**src/rtl/home_cell_broadcaster_if.sv**
```systemverilog
// Shared particle types and the bus bundle between the home cell memory,
// the broadcaster and the extractor bank.
package md_pkg;
  localparam int PARTICLE_ID_WIDTH = 8;
  localparam int OFFSET_WIDTH      = 16;

  typedef struct packed {
    logic [OFFSET_WIDTH-1:0] offset_x;
    logic [OFFSET_WIDTH-1:0] offset_y;
    logic [OFFSET_WIDTH-1:0] offset_z;
  } offset_tuple_t;
endpackage

interface home_cell_broadcaster_if #(
  parameter int W = md_pkg::PARTICLE_ID_WIDTH
);
  import md_pkg::*;

  logic          start;
  logic          stall;
  logic          rd_en;
  logic [W-1:0]  rd_addr;
  offset_tuple_t rd_data;
  offset_tuple_t raw_home_pos;
  logic          bcast_valid;
  logic          reading_particle_num;
  logic [W-1:0]  particle_id;
  logic [W-1:0]  ref_id;
  logic          phase;
  logic          prev_phase;
  logic [W-1:0]  particle_count;
  logic          busy;
  logic          done;

  modport master (
    input  start, stall, rd_data,
    output rd_en, rd_addr, raw_home_pos, bcast_valid, reading_particle_num,
           particle_id, ref_id, phase, prev_phase, particle_count, busy, done
  );

  modport slave (
    output start, stall, rd_data,
    input  rd_en, rd_addr, raw_home_pos, bcast_valid, reading_particle_num,
           particle_id, ref_id, phase, prev_phase, particle_count, busy, done
  );
endinterface

```
**src/rtl/home_cell_broadcaster.sv**
```systemverilog
// Reads a home cell's count word, then streams its particle list twice per
// reference particle, tagging every beat with the extractor control fields.
//
// state    | meaning
// IDLE     | waiting for start
// RD_NUM   | issue the read of the count word (address 0)
// WAIT_NUM | waiting for the count word to return
// SWEEP    | issue particle reads over (ref, phase, particle)
// DRAIN    | wait for in-flight beats, then pulse done
module home_cell_broadcaster #(
  parameter int RD_LATENCY        = 2,
  parameter int PARTICLE_ID_WIDTH = md_pkg::PARTICLE_ID_WIDTH
) (
  input logic                     clk,
  input logic                     rst,
  home_cell_broadcaster_if.master bus
);
  localparam int W = PARTICLE_ID_WIDTH;

  typedef enum logic [2:0] {IDLE, RD_NUM, WAIT_NUM, SWEEP, DRAIN} state_t;

  typedef struct packed {
    logic         valid;
    logic         num;
    logic [W-1:0] r;
    logic         p;
    logic [W-1:0] k;
  } tag_t;

  state_t                 state, state_nx;
  tag_t [RD_LATENCY-1:0]  pipe;
  tag_t                   head, tag_nx;
  logic [W-1:0]           cnt, r, k;
  logic                   p;
  logic                   rd_en, done, issue, last_issue, count_beat, pipe_busy;
  md_pkg::offset_tuple_t  raw_pos;
  logic                   bcast_valid, reading_num, phase, prev_phase;
  logic [W-1:0]           particle_id, ref_id;

  assign head       = pipe[RD_LATENCY-1];
  assign count_beat = head.valid & head.num;
  assign last_issue = (r == cnt) && p && (k == cnt);

  always_comb begin
    pipe_busy = 1'b0;
    for (int i = 0; i < RD_LATENCY; i++) pipe_busy = pipe_busy | pipe[i].valid;
  end

  always_ff @(posedge clk or negedge rst) begin
    if (!rst) state <= IDLE;
    else      state <= state_nx;
  end

  always_comb begin
    state_nx = state;
    rd_en    = 1'b0;
    issue    = 1'b0;
    done     = 1'b0;
    tag_nx   = '0;
    case (state)
      IDLE: if (bus.start) state_nx = RD_NUM;
      RD_NUM: begin
        if (!bus.stall) begin
          rd_en        = 1'b1;
          tag_nx.valid = 1'b1;
          tag_nx.num   = 1'b1;
          tag_nx.r     = W'(1);
          state_nx     = WAIT_NUM;
        end
      end
      WAIT_NUM: begin
        if (count_beat)
          state_nx = (bus.rd_data.offset_x[W-1:0] == '0) ? DRAIN : SWEEP;
      end
      SWEEP: begin
        if (!bus.stall) begin
          rd_en        = 1'b1;
          issue        = 1'b1;
          tag_nx.valid = 1'b1;
          tag_nx.r     = r;
          tag_nx.p     = p;
          tag_nx.k     = k;
          if (last_issue) state_nx = DRAIN;
        end
      end
      DRAIN: begin
        // wait for the final beat to be visible for one cycle before done
        if (!pipe_busy && !bcast_valid) begin
          done     = 1'b1;
          state_nx = IDLE;
        end
      end
      default: state_nx = IDLE;
    endcase
  end

  always_ff @(posedge clk or negedge rst) begin
    if (!rst) begin
      pipe        <= '0;
      cnt         <= '0;
      r           <= '0;
      p           <= 1'b0;
      k           <= '0;
      raw_pos     <= '0;
      bcast_valid <= 1'b0;
      reading_num <= 1'b0;
      ref_id      <= '0;
      phase       <= 1'b0;
      particle_id <= '0;
      prev_phase  <= 1'b0;
    end else begin
      pipe[0] <= tag_nx;
      for (int i = 1; i < RD_LATENCY; i++) pipe[i] <= pipe[i-1];

      if (state == WAIT_NUM && count_beat) begin
        cnt <= bus.rd_data.offset_x[W-1:0];
        r   <= W'(1);
        p   <= 1'b0;
        k   <= W'(1);
      end else if (issue && !last_issue) begin
        // counters stop at {N,1,N} so they never wrap even for N = 2^W-1
        if (k == cnt) begin
          k <= W'(1);
          p <= ~p;
          if (p) r <= r + W'(1);
        end else begin
          k <= k + W'(1);
        end
      end

      bcast_valid <= head.valid;
      reading_num <= count_beat;
      if (head.valid) begin
        raw_pos     <= bus.rd_data;
        ref_id      <= head.r;
        phase       <= head.p;
        particle_id <= head.k;
      end
      prev_phase <= phase;
    end
  end

  assign bus.rd_en                = rd_en;
  assign bus.rd_addr              = (state == SWEEP) ? k : '0;
  assign bus.raw_home_pos         = raw_pos;
  assign bus.bcast_valid          = bcast_valid;
  assign bus.reading_particle_num = reading_num;
  assign bus.particle_id          = particle_id;
  assign bus.ref_id               = ref_id;
  assign bus.phase                = phase;
  assign bus.prev_phase           = prev_phase;
  assign bus.particle_count       = cnt;
  assign bus.busy                 = (state != IDLE);
  assign bus.done                 = done;
endmodule
```
**src/flat_wrapper.sv**
```systemverilog
// flat-port wrapper written by rule: the top's interface ports become plain ports
module home_cell_broadcaster_flat 
#(
  parameter int RD_LATENCY        = 2,
  parameter int PARTICLE_ID_WIDTH = md_pkg::PARTICLE_ID_WIDTH
)
  (clk, rst, bus_start, bus_stall, bus_rd_data, bus_rd_en, bus_rd_addr, bus_raw_home_pos, bus_bcast_valid, bus_reading_particle_num, bus_particle_id, bus_ref_id, bus_phase, bus_prev_phase, bus_particle_count, bus_busy, bus_done);
  home_cell_broadcaster_if bus_i ();
  input logic clk;
  input logic rst;
  input wire logic [$bits(bus_i.start)-1:0] bus_start;
  input wire logic [$bits(bus_i.stall)-1:0] bus_stall;
  input wire logic [$bits(bus_i.rd_data)-1:0] bus_rd_data;
  output wire logic [$bits(bus_i.rd_en)-1:0] bus_rd_en;
  output wire logic [$bits(bus_i.rd_addr)-1:0] bus_rd_addr;
  output wire logic [$bits(bus_i.raw_home_pos)-1:0] bus_raw_home_pos;
  output wire logic [$bits(bus_i.bcast_valid)-1:0] bus_bcast_valid;
  output wire logic [$bits(bus_i.reading_particle_num)-1:0] bus_reading_particle_num;
  output wire logic [$bits(bus_i.particle_id)-1:0] bus_particle_id;
  output wire logic [$bits(bus_i.ref_id)-1:0] bus_ref_id;
  output wire logic [$bits(bus_i.phase)-1:0] bus_phase;
  output wire logic [$bits(bus_i.prev_phase)-1:0] bus_prev_phase;
  output wire logic [$bits(bus_i.particle_count)-1:0] bus_particle_count;
  output wire logic [$bits(bus_i.busy)-1:0] bus_busy;
  output wire logic [$bits(bus_i.done)-1:0] bus_done;
  assign bus_i.start = bus_start;
  assign bus_i.stall = bus_stall;
  assign bus_i.rd_data = bus_rd_data;
  assign bus_rd_en = bus_i.rd_en;
  assign bus_rd_addr = bus_i.rd_addr;
  assign bus_raw_home_pos = bus_i.raw_home_pos;
  assign bus_bcast_valid = bus_i.bcast_valid;
  assign bus_reading_particle_num = bus_i.reading_particle_num;
  assign bus_particle_id = bus_i.particle_id;
  assign bus_ref_id = bus_i.ref_id;
  assign bus_phase = bus_i.phase;
  assign bus_prev_phase = bus_i.prev_phase;
  assign bus_particle_count = bus_i.particle_count;
  assign bus_busy = bus_i.busy;
  assign bus_done = bus_i.done;
  home_cell_broadcaster #(.RD_LATENCY(RD_LATENCY), .PARTICLE_ID_WIDTH(PARTICLE_ID_WIDTH)) u_core (.clk(clk), .rst(rst), .bus(bus_i));
endmodule
```
**config.mk**
```make
export PLATFORM = sky130hd
export DESIGN_NAME = home_cell_broadcaster_flat
export DESIGN_NICKNAME = d
export VERILOG_FILES = /design/src/rtl/home_cell_broadcaster_if.sv /design/src/rtl/home_cell_broadcaster.sv /design/src/flat_wrapper.sv
export SDC_FILE = /design/constraint.sdc
export NUM_CORES = 1
export LEC_CHECK = 0
export CAP_MARGIN = 15
export CORE_UTILIZATION = 45
export DETAILED_ROUTE_END_ITERATION = 8
export HOLD_SLACK_MARGIN = 0.08
export PLACE_DENSITY = 0.75
export SETUP_SLACK_MARGIN = 0.3
export SYNTH_ARGS = -nofsm -noshare
export SYNTH_HDL_FRONTEND = slang
export SYNTH_SLANG_ARGS = --single-unit
```
**constraint.sdc**
```tcl
create_clock -name clk -period 2.4 [get_ports clk]
set_input_delay 0.72 -clock clk [delete_from_list [all_inputs] [get_ports clk]]
set_output_delay 0.72 -clock clk [all_outputs]
set_load 0.01 [all_outputs]
```
* Yosys cells after proc, flatten, opt, wreduce, memory -nomap -nowiden
Cells that the tools add are included.
** Storage, ports and cells
- Word-level logic and storage cells :: 89
- Flip-flop bits (word level) :: 134
** Cells by class
- Bitwise operators :: 3
- Muxes and demuxes :: 30
- Add/subtract/negate cells :: 2
- Reduce and logical (&&, ||, !) cells :: 18
- Equal/unequal tests :: 12
** Operators by type and width (number)
- $mux 8 :: 8
- $mux 3 :: 7
- $mux 17 :: 1
- $add 8x1->8 const B :: 2
- $eq 8x8->1 :: 2
- $pmux 8 s2 :: 1
- $pmux 3 s5 :: 1
- $mux 10 :: 1
- $mux 1 :: 9
- $mux 9 :: 1
- $logic_not 8->1 :: 1
- $eq 3x2->1 const B :: 2
- $ne 2x1->1 const B :: 3
- $ne 2x2->1 const B :: 3
- $reduce_and 6->1 :: 1
- $reduce_bool 2->1 :: 3
- $logic_and 1x1->1 :: 5
- $eq 3x1->1 const B :: 1
- $eq 3x3->1 const B :: 1
- $logic_not 1->1 :: 3
- $logic_not 3->1 :: 1
- $reduce_and 3->1 :: 1
- $reduce_bool 3->1 :: 1
- $pmux 1 s2 :: 1
- other kinds (5) :: 5

* Logic depth before layout (Yosys ltp)
Gate-level depths: netlist (run 1).
- Depth after elaboration :: 7
- Mapped depth :: 7

* Worst setup path before layout (run 1)
OpenSTA, ideal clock, no wires.
- Path type :: input -> register
- Start point :: in bus_stall
- End point :: reg u_core.r[5]
- Setup slack :: 0.178 ns
- Arrival time :: 2.145 ns
- Cell stages on the path :: 7
- Path through :: nor4bb_1 > clkbuf_2 > and2_2 > nand3_2 > buf_6 > or4_1 > a21oi_1
** On the way
- Word-level cells in the longest chain between the ends :: 5
** Ends and longest elaborated chain
- from (decl) :: line flat_wrapper.sv:12 : input wire logic [$bits(bus_i.stall)-1:0] bus_stall;
- $mux 1 :: line home_cell_broadcaster.sv:76 : if (!bus.stall) begin
- $mux 1 :: line home_cell_broadcaster.sv:60 : case (state)
- $logic_and 1x1->1 :: line home_cell_broadcaster.sv:120 : end else if (issue && !last_issue) begin
- $reduce_bool 2->1 (no source line)
- $reduce_and 3->1 (no source line)
- to (signal assigned) :: line home_cell_broadcaster.sv:125 : if (p) r <= r + W'(1);
- to (decl) :: line home_cell_broadcaster.sv:33 : logic [W-1:0] cnt, r, k;
No other way between the ends.
A chain may end at the register's enable or synchronous reset.

* Worst setup path in the final report (run 1)
- Start point :: reg u_core.pipe (netlist bit u_core.head[18])
- End point :: out bus_done
** On the way
- Word-level cells in the longest chain between the ends :: 5
** Ends and longest elaborated chain
- from (decl) :: line home_cell_broadcaster.sv:31 : tag_t [RD_LATENCY-1:0] pipe;
- $or 1x1->1 :: line home_cell_broadcaster.sv:46 : for (int i = 0; i < RD_LATENCY; i++) pipe_busy = pipe_busy | pipe[i].valid;
- $logic_not 1->1 :: line home_cell_broadcaster.sv:88 : if (!pipe_busy && !bcast_valid) begin
- $logic_and 1x1->1 :: line home_cell_broadcaster.sv:88
- $mux 1 :: line home_cell_broadcaster.sv:88
- $mux 1 :: line home_cell_broadcaster.sv:60
- to (decl) :: line flat_wrapper.sv:25 : output wire logic [$bits(bus_i.done)-1:0] bus_done;
No other way between the ends.

==> results of run 1 <==
Yosys cell counts (6+ instances only):
master	instances
a21oi_1	20
o31ai_1	6
xor2_1	7
or4_1	8
o21ai_0	8
nor2_1	9
and2_1	21
clkbuf_1	13
dfrtp_1	134
xnor2_1	8
nor3_1	7
mux2_2	73
nand2_1	13
nand3_1	14
cell type report:
type | instances | area share
timing repair buffer | 184 | 0.224
clock buffer | 18 | 0.0549
multi-input combinational | 243 | 0.257
inverter | 4 | 0.00188
tap | 143 | 0.0224
clock inverter | 14 | 0.0188
sequential | 134 | 0.421
flip-flops by register name, summed over array words and instances (netlist names), 3 cells and up:
| name | cells |
|---|---|
| u_core.r | 8 |
| u_core.pipe | 19 |
| u_core.bus.particle_id | 8 |
| u_core.k | 8 |
| u_core.head | 19 |
| u_core.bus.raw_home_pos | 48 |
| u_core.bus.ref_id | 8 |
| u_core.bus.particle_count | 8 |
| u_core.state | 3 |
logic make-up (layout without fill, tap and decap cells):
family | after synthesis | count (layout) | synth area share
mux | 74 | 74 | 0.153
compound gates | 53 | 53 | 0.0609
fa+ha+maj | 2 | 2 | 0.00460
simple gates | 97 | 98 | 0.108
buf+inv | 28 | 220 | 0.0308
flops | 134 | 134 | 0.616
xor+xnor | 16 | 16 | 0.0271
critical path: cells and delay by family (launching register included):
family                 cells  cell delay, ns
DFF                        1            0.43
and+or+nand+nor            3            0.44
buffers and inverters      2            0.25
worst max-delay path by stage:
stage                                from        endpoint  slack [ns]  depth (start not counted)
after floorplan                 bus_stall     u_core.r[2]        0.29                          7
after global placement          bus_stall       bus_rd_en       -0.46                          4
after detailed placement        bus_stall       bus_rd_en       -0.45                          4
after CTS                 u_core.state[2]  bus_rd_addr[1]        0.16                          5
after global routing      u_core.head[18]        bus_done        0.08                          5
final                     u_core.head[18]        bus_done        0.15                          5
power breakdown:
part | switching, mW | total (mW) | internal, mW
sequential | 0.458 | 3.42 | 2.96
clock | 0.978 | 2.54 | 1.56
combinational | 1.51 | 3.77 | 2.25
cells in the final DEF, fill, tap and decap left out, drive strengths merged, types with 3 or more instances in the layout:
cell and n:
and3 3, clkinvlp 3, a22oi 4, nand2 13, a21oi 20, clkinv 6, inv 7, o21ai 8
nor4 5, or3 4, a221oi 4, nand3 16, nor2 9, clkdlybuf4s50 116, buf 57, clkbuf 19
xor2 8, a31oi 4, dlygate4sd2 7, or4 8, xnor2 8, and2 25, mux2 73, dfrtp 134
nor3 7, o31ai 6
stage by stage:
step,setup TNS (ns),area [µm²]
6_report,0,8000
3_5_place_dp,-2.28,7130
5_1_grt,0,8000
3_3_place_gp,-2.11,7130
4_1_cts,0,7880
2_1_floorplan,0,5450
repair_timing:
| item | in CTS | in global routing |
|---|---|---|
| gates cloned | 1 | 1 |
| setup buffers | 11 | 5 |
| endpoints found under the setup margin | 35 | 29 |
| pin swaps | 3 | 7 |
| gates resized for setup | 88 | 20 |
routing by layer:
metal | wire length, µm | vias to the layer above
met5 | 0 | -
met4 | 191 | 0
met3 | 1060 | 16
met2 | 6260 | 183
met1 | 5130 | 1978
li1 | - | 1809
==> summary.md, run 1 <==
| Metric | Value |
|---|---|
| Status | `finished, violations left` |
| Failing checks | `DRC` |
| Synth area leader | `dfrtp_1` |
| Initial DRC Count | `252` |
| Placement Setup Slack | `-0.446 ns` |
| Max-cap check violation count | `0` |
| Clock latency at the later pin of the worst-skew pair | `0.42 ns` |
| DP Cell Count | `690` |
| Worst R2R End | `u_core.r[3]` |
| Cell variety after synth | `47` |
| Unrepaired setup endpoints after global routing | `yes` |
| Design Power | `9.72 mW` |
| Final hold violation count | `0` |
| Std-Cell Rows | `39` |
| Worst Path Required | `1.68 ns` |
| Core box area | `0.0116 mm²` |
| Fin. max-slew vios | `0` |
| Antenna Nets Post-Route | `0` |
| Routed Wire Length | `12600 µm` |
| Grt met1 use | `0.263` |
| Area delta synth->final | `47.0%` |
| Residual DRC | `20` |
| Synth warn | `0` |
| CP peak stage delay | `0.43 ns` |
| Critical path's slowest cell | `dfrtp_2` |
| CTS tree | `built` |
| Gr busiest metal | `met2` |
| Die height | `112 µm` |
| Largest net degree at the start of global routing | `68` |
| Mapped Cells | `404` |
| Sequential fraction of the synthesis area | `0.616` |
| Area of the multi-input gates | `0.00206 mm²` |
| Minimum clock period | `2.25 ns` |
| End-of-flow core utilization | `0.689` |
| Starting density of the core | `0.469` |
| Initial antenna violation count | `0` |
| R2R Setup Slk | `0.34 ns` |
| Leakage Power | `3.58 nW` |
| Final period util | `0.937` |
| Most used flip-flop cell after synthesis | `dfrtp_1` |
| Port Buf Inserts | `138` |
| CTS root buf | `clkbuf_16` |
| First-pass GRT wire length | `20600 µm` |
| Total number of vias | `3986` |
| Per-cell routed wire length | `17.1 µm` |
| Hold slack | `0.235 ns` |
| Clk buf depth | `2` |
| R2R depth | `8` |
| Achievable Freq | `0.445 GHz` |
| Setup ws final | `0.151 ns` |
| Critical Setup Path Class | `flip-flop to primary output` |
| M3 GR Usage | `0.0691` |
| # IOs | `139` |
| Worst r2r src | `u_core.bus.particle_count[4]` |
| CTS Hold Bufs | `0` |
| Gr ovfl total | `0` |
| CTS buffer count | `17` |
| Synthesized area per cell | `13.5 µm²` |
| Clock Pin Slew Worst Setup and Hold Paths | `0.06 ns` |
| VDD IR-drop max | `0.000546 V` |
| Die ar. | `0.0125 mm²` |
| Relative slew slack | `0.654` |
| Number of synthesized flops with an enable pin | `0` |
| H-tree levels | `4` |
| Reg area | `0.00336 mm²` |
| Final #Nets | `638` |
| Tot GR Track Use | `0.213` |
| Worst path cell trace | `nor3_4, nand2_1, nor3_2, buf_4, buf_4` |
| Power per cell area | `1220 mW/mm²` |
| Slew @ Worst Pin | `0.519 ns` |
| Diode count | `0` |
| Hold crit path type | `primary input to async pin` |
| Post-Syn Area | `0.00544 mm²` |
| Die Width | `112 µm` |
| Met2 global-route usage | `0.351` |
| Share of layout cells above drive strength 1 | `0.347` |
| CTS Sinks | `134` |
| Vias in the first global route | `4087` |
| Number of fill cells in the layout | `831` |
| FFs w/ async S/R, synth | `1.00` |
| Clk_skew | `0.00918 ns` |
| #FFs+latches synth | `134` |
| Ranking of synthesized cells by area | `dfrtp_1 (62%), mux2_2 (15%), and2_1 (2.4%), a21oi_1 (1.8%), nand3_1 (1.3%)` |
| Crit start category | `flip-flop` |
| Area share of the largest cell type after synthesis | `0.616` |
| Arrival time worst endpoint | `1.53 ns` |
| CP most frequent cell | `buf_4` |
| CP Capture Type | `primary output` |
| Vias per inst | `5.39` |
| Non-Filler Instances | `740` |
| DP HPWL | `8510 µm` |
| CP Max Fanout | `2` |
| # setup viols final | `0` |
| First-pass DRT Iterations | `6` |
| Placer Congestion | `0.897` |
| Post-Syn Nets | `458` |
(Power assumes the default switching activity.)
==> run 2: changes to the inputs <==
- ABC_AREA: default -> 1
- GPL_ROUTABILITY_DRIVEN: default -> 0
- PLACE_DENSITY: 0.75 -> 0.76
==> run 2 against run 1 <==
Effect of this change: critical path type unchanged; sequential share of layout area decreased by 2.8 points; the run ends with DRC, setup timing left; largest cell class unchanged; highest routed layer unchanged; maximum frequency shrank 8.2%; via count up 28%.
==> summary.md, run 2 <==
| Metric | Value |
|---|---|
| Largest net degree at the start of global routing | `74` |
| VDD IR-drop max | `0.00115 V` |
| First-pass GRT wire length | `25000 µm` |
| Most used flip-flop cell after synthesis | `dfrtp_1` |
| Synth top cells by count | `nand2_1 (262), dfrtp_1 (134), nor2_1 (49)` |
| Mapped Cells | `604` |
| Gr ovfl total | `0` |
| Vias per inst | `5.36` |
| Diode count | `0` |
| Failing checks | `DRC, setup timing` |
| Minimum clock period | `2.45 ns` |
| Synthesized area per cell | `8.89 µm²` |
| Cell variety after synth | `29` |
| Die Width | `111 µm` |
| Fin. max-slew vios | `0` |
| Most common cell in the netlist | `nand2_1` |
| Post-Syn Area | `0.00537 mm²` |
| DP HPWL | `9710 µm` |
| Residual DRC | `18` |
| Synth warn | `0` |
| Die height | `111 µm` |
| Starting density of the core | `0.466` |
| CTS Hold Bufs | `0` |
| CP Capture Type | `primary output` |
| Ranking of synthesized cells by area | `dfrtp_1 (62%), nand2_1 (18%), nor2_1 (3.4%), inv_1 (2.9%), nand3_1 (2.1%)` |
| # setup viols final | `19` |
| #FFs+latches synth | `134` |
| CTS Sinks | `134` |
| Antenna Nets Post-Route | `0` |
| Clock Pin Slew Worst Setup and Hold Paths | `0.06 ns` |
| Initial DRC Count | `602` |
| Max-cap check violation count | `0` |
| CTS root buf | `clkbuf_16` |
| Status | `finished, violations left` |
| Design Power | `10.0 mW` |
| CP Max Fanout | `3` |
| Arrival time worst endpoint | `1.73 ns` |
| Setup TNS | `-0.520 ns` |
| Final #Nets | `847` |
| Unrepaired setup endpoints after global routing | `yes` |
| Placement Setup Slack | `-0.280 ns` |
| H-tree levels | `4` |
| Number of synthesized flops with an enable pin | `0` |
| Power per cell area | `1170 mW/mm²` |
| Per-cell routed wire length | `18.7 µm` |
| Routed Wire Length | `17800 µm` |
| Total number of vias | `5089` |
| Slew @ Worst Pin | `0.731 ns` |
| Commonest non-fill, non-tap cell in the layout | `nand2_1` |
| Tot GR Track Use | `0.265` |
| Area share of the largest cell type after synthesis | `0.625` |
| Vias in the first global route | `4877` |
| Clk buf depth | `2` |
| Post-Syn Nets | `658` |
| Area delta synth->final | `59.3%` |
| Clk_skew | `0.00747 ns` |
| Setup ws final | `-0.0512 ns` |
| # IOs | `139` |
| Crit start category | `flip-flop` |
| Clock latency at the later pin of the worst-skew pair | `0.42 ns` |
| Achievable Freq | `0.408 GHz` |
| Port Buf Inserts | `138` |
| Share of layout cells above drive strength 1 | `0.232` |
| Relative slew slack | `0.512` |
| FFs w/ async S/R, synth | `1.00` |
| CTS tree | `built` |
| Synth area leader | `dfrtp_1` |
| Critical Setup Path Class | `flip-flop to primary output` |
| Worst Path Required | `1.68 ns` |
| Critical path startpoint | `u_core.state[2]` |
| Finished Cell Area | `0.00855 mm²` |
| Worst r2r src | `u_core.state[1]` |
| First-pass DRT Iterations | `8` |
| Std-Cell Rows | `39` |
| Placed cell area | `0.00694 mm²` |
| Hold crit path type | `primary input to async pin` |
| Commonest non-fill, non-tap cells in the layout | `nand2_1 (242), dfrtp_1 (130), clkdlybuf4s50_1 (114)` |
| Die ar. | `0.0124 mm²` |
| Initial antenna violation count | `0` |
| Sequential fraction of the synthesis area | `0.625` |
| CTS buffer count | `17` |
| Leakage Power | `4.21 nW` |
| Max FFs per register | `48` |
| Core box area | `0.0115 mm²` |
| Final period util | `1.02` |
| Final hold violation count | `0` |
## run 2: cell count changes in the layout (fill, tap and decap cells not counted), sizes merged, moves of 8 or more
cell and delta:
inv +39, or4 -8, nand2 +257, o21ai +16, and2 -25, mux2 -73, nor2 +46, a21oi -13
## run 2: critical path, cell delays in order (launching register included)
cell	delay (ns)
dfrtp_1	0.43
nor2_4	0.15
inv_2	0.06
nor2_4	0.13
buf_12	0.12
clkinvlp_4	0.09
buf_6	0.14
nor2_2	0.06
buf_2	0.13
## run 2: kinds of logic (layout without fill, tap and decap cells)
logic type / count (synthesis) / after routing / share of synthesized area
compound gates: 37 / 37 / 0.0387
xor+xnor: 9 / 9 / 0.0147
fa+ha+maj: 2 / 2 / 0.00466
buf+inv: 65 / 263 / 0.0489
flops: 134 / 134 / 0.625
simple gates: 357 / 361 / 0.268
## run 2: repair_timing
action | in CTS | in global routing
setup endpoints to repair | 29 | 61
gates cloned | 5 | 3
pin swaps | 23 | 35
resized for setup | 123 | 95
setup buffers | 25 | 8
## run 2: cell type report
| cell class | count | area, µm² |
|---|---|---|
| clock buffers | 17 | 425 |
| clock inverters | 15 | 253 |
| fillers | 727 | 2960 |
| inverters | 46 | 214 |
| multi-input cells | 409 | 2210 |
| flip-flops and latches | 134 | 3360 |
| well taps | 143 | 179 |
| repair buffers | 184 | 1910 |
| repair inverters | 1 | 7.51 |
## run 2: metal layers
metal / global-route usage / vias up / wire, µm
li1: - / 2244 / -
met4: 0.133 / 0 / 883
met1: 0.313 / 2444 / 6530
met3: 0.0683 / 94 / 1300
met2: 0.446 / 307 / 9060
met5: 0 / - / 0
## run 2: metrics by stage
stage | hold WS [ns] | cells | utilization
after detailed placement | 0.335 | 876 | 0.602
after floorplan | 0.331 | 604 | -
after global routing | 0.308 | 949 | 0.743
after CTS | 0.288 | 938 | 0.703
final | 0.280 | 949 | 0.743
after global placement | 0.332 | 876 | 0.602
## run 2: where the power goes
group	internal (mW)	switching [mW]
combinational	1.80	1.94
sequential	2.85	0.428
clock	1.96	1.03
total	6.60	3.40
## run 2: worst paths after layout
check / to / slack [ns] / cells after the start
max: bus_rd_addr[3] / -0.05 / 8
min: u_core.bus.raw_home_pos[2] / 0.28 / 1
max reg2reg: u_core.r[6] / -0.04 / 19
min reg2reg: u_core.head[14] / 0.34 / 0
max in group asynchronous: u_core.pipe[14] / 1.46 / 2
min in group clk: u_core.head[14] / 0.34 / 0
==> run 3: changes to the inputs <==
- CAP_MARGIN: 15 -> 5
==> results of run 3 <==
The final DEF is identical to that of run 2; final timing and power are the same.
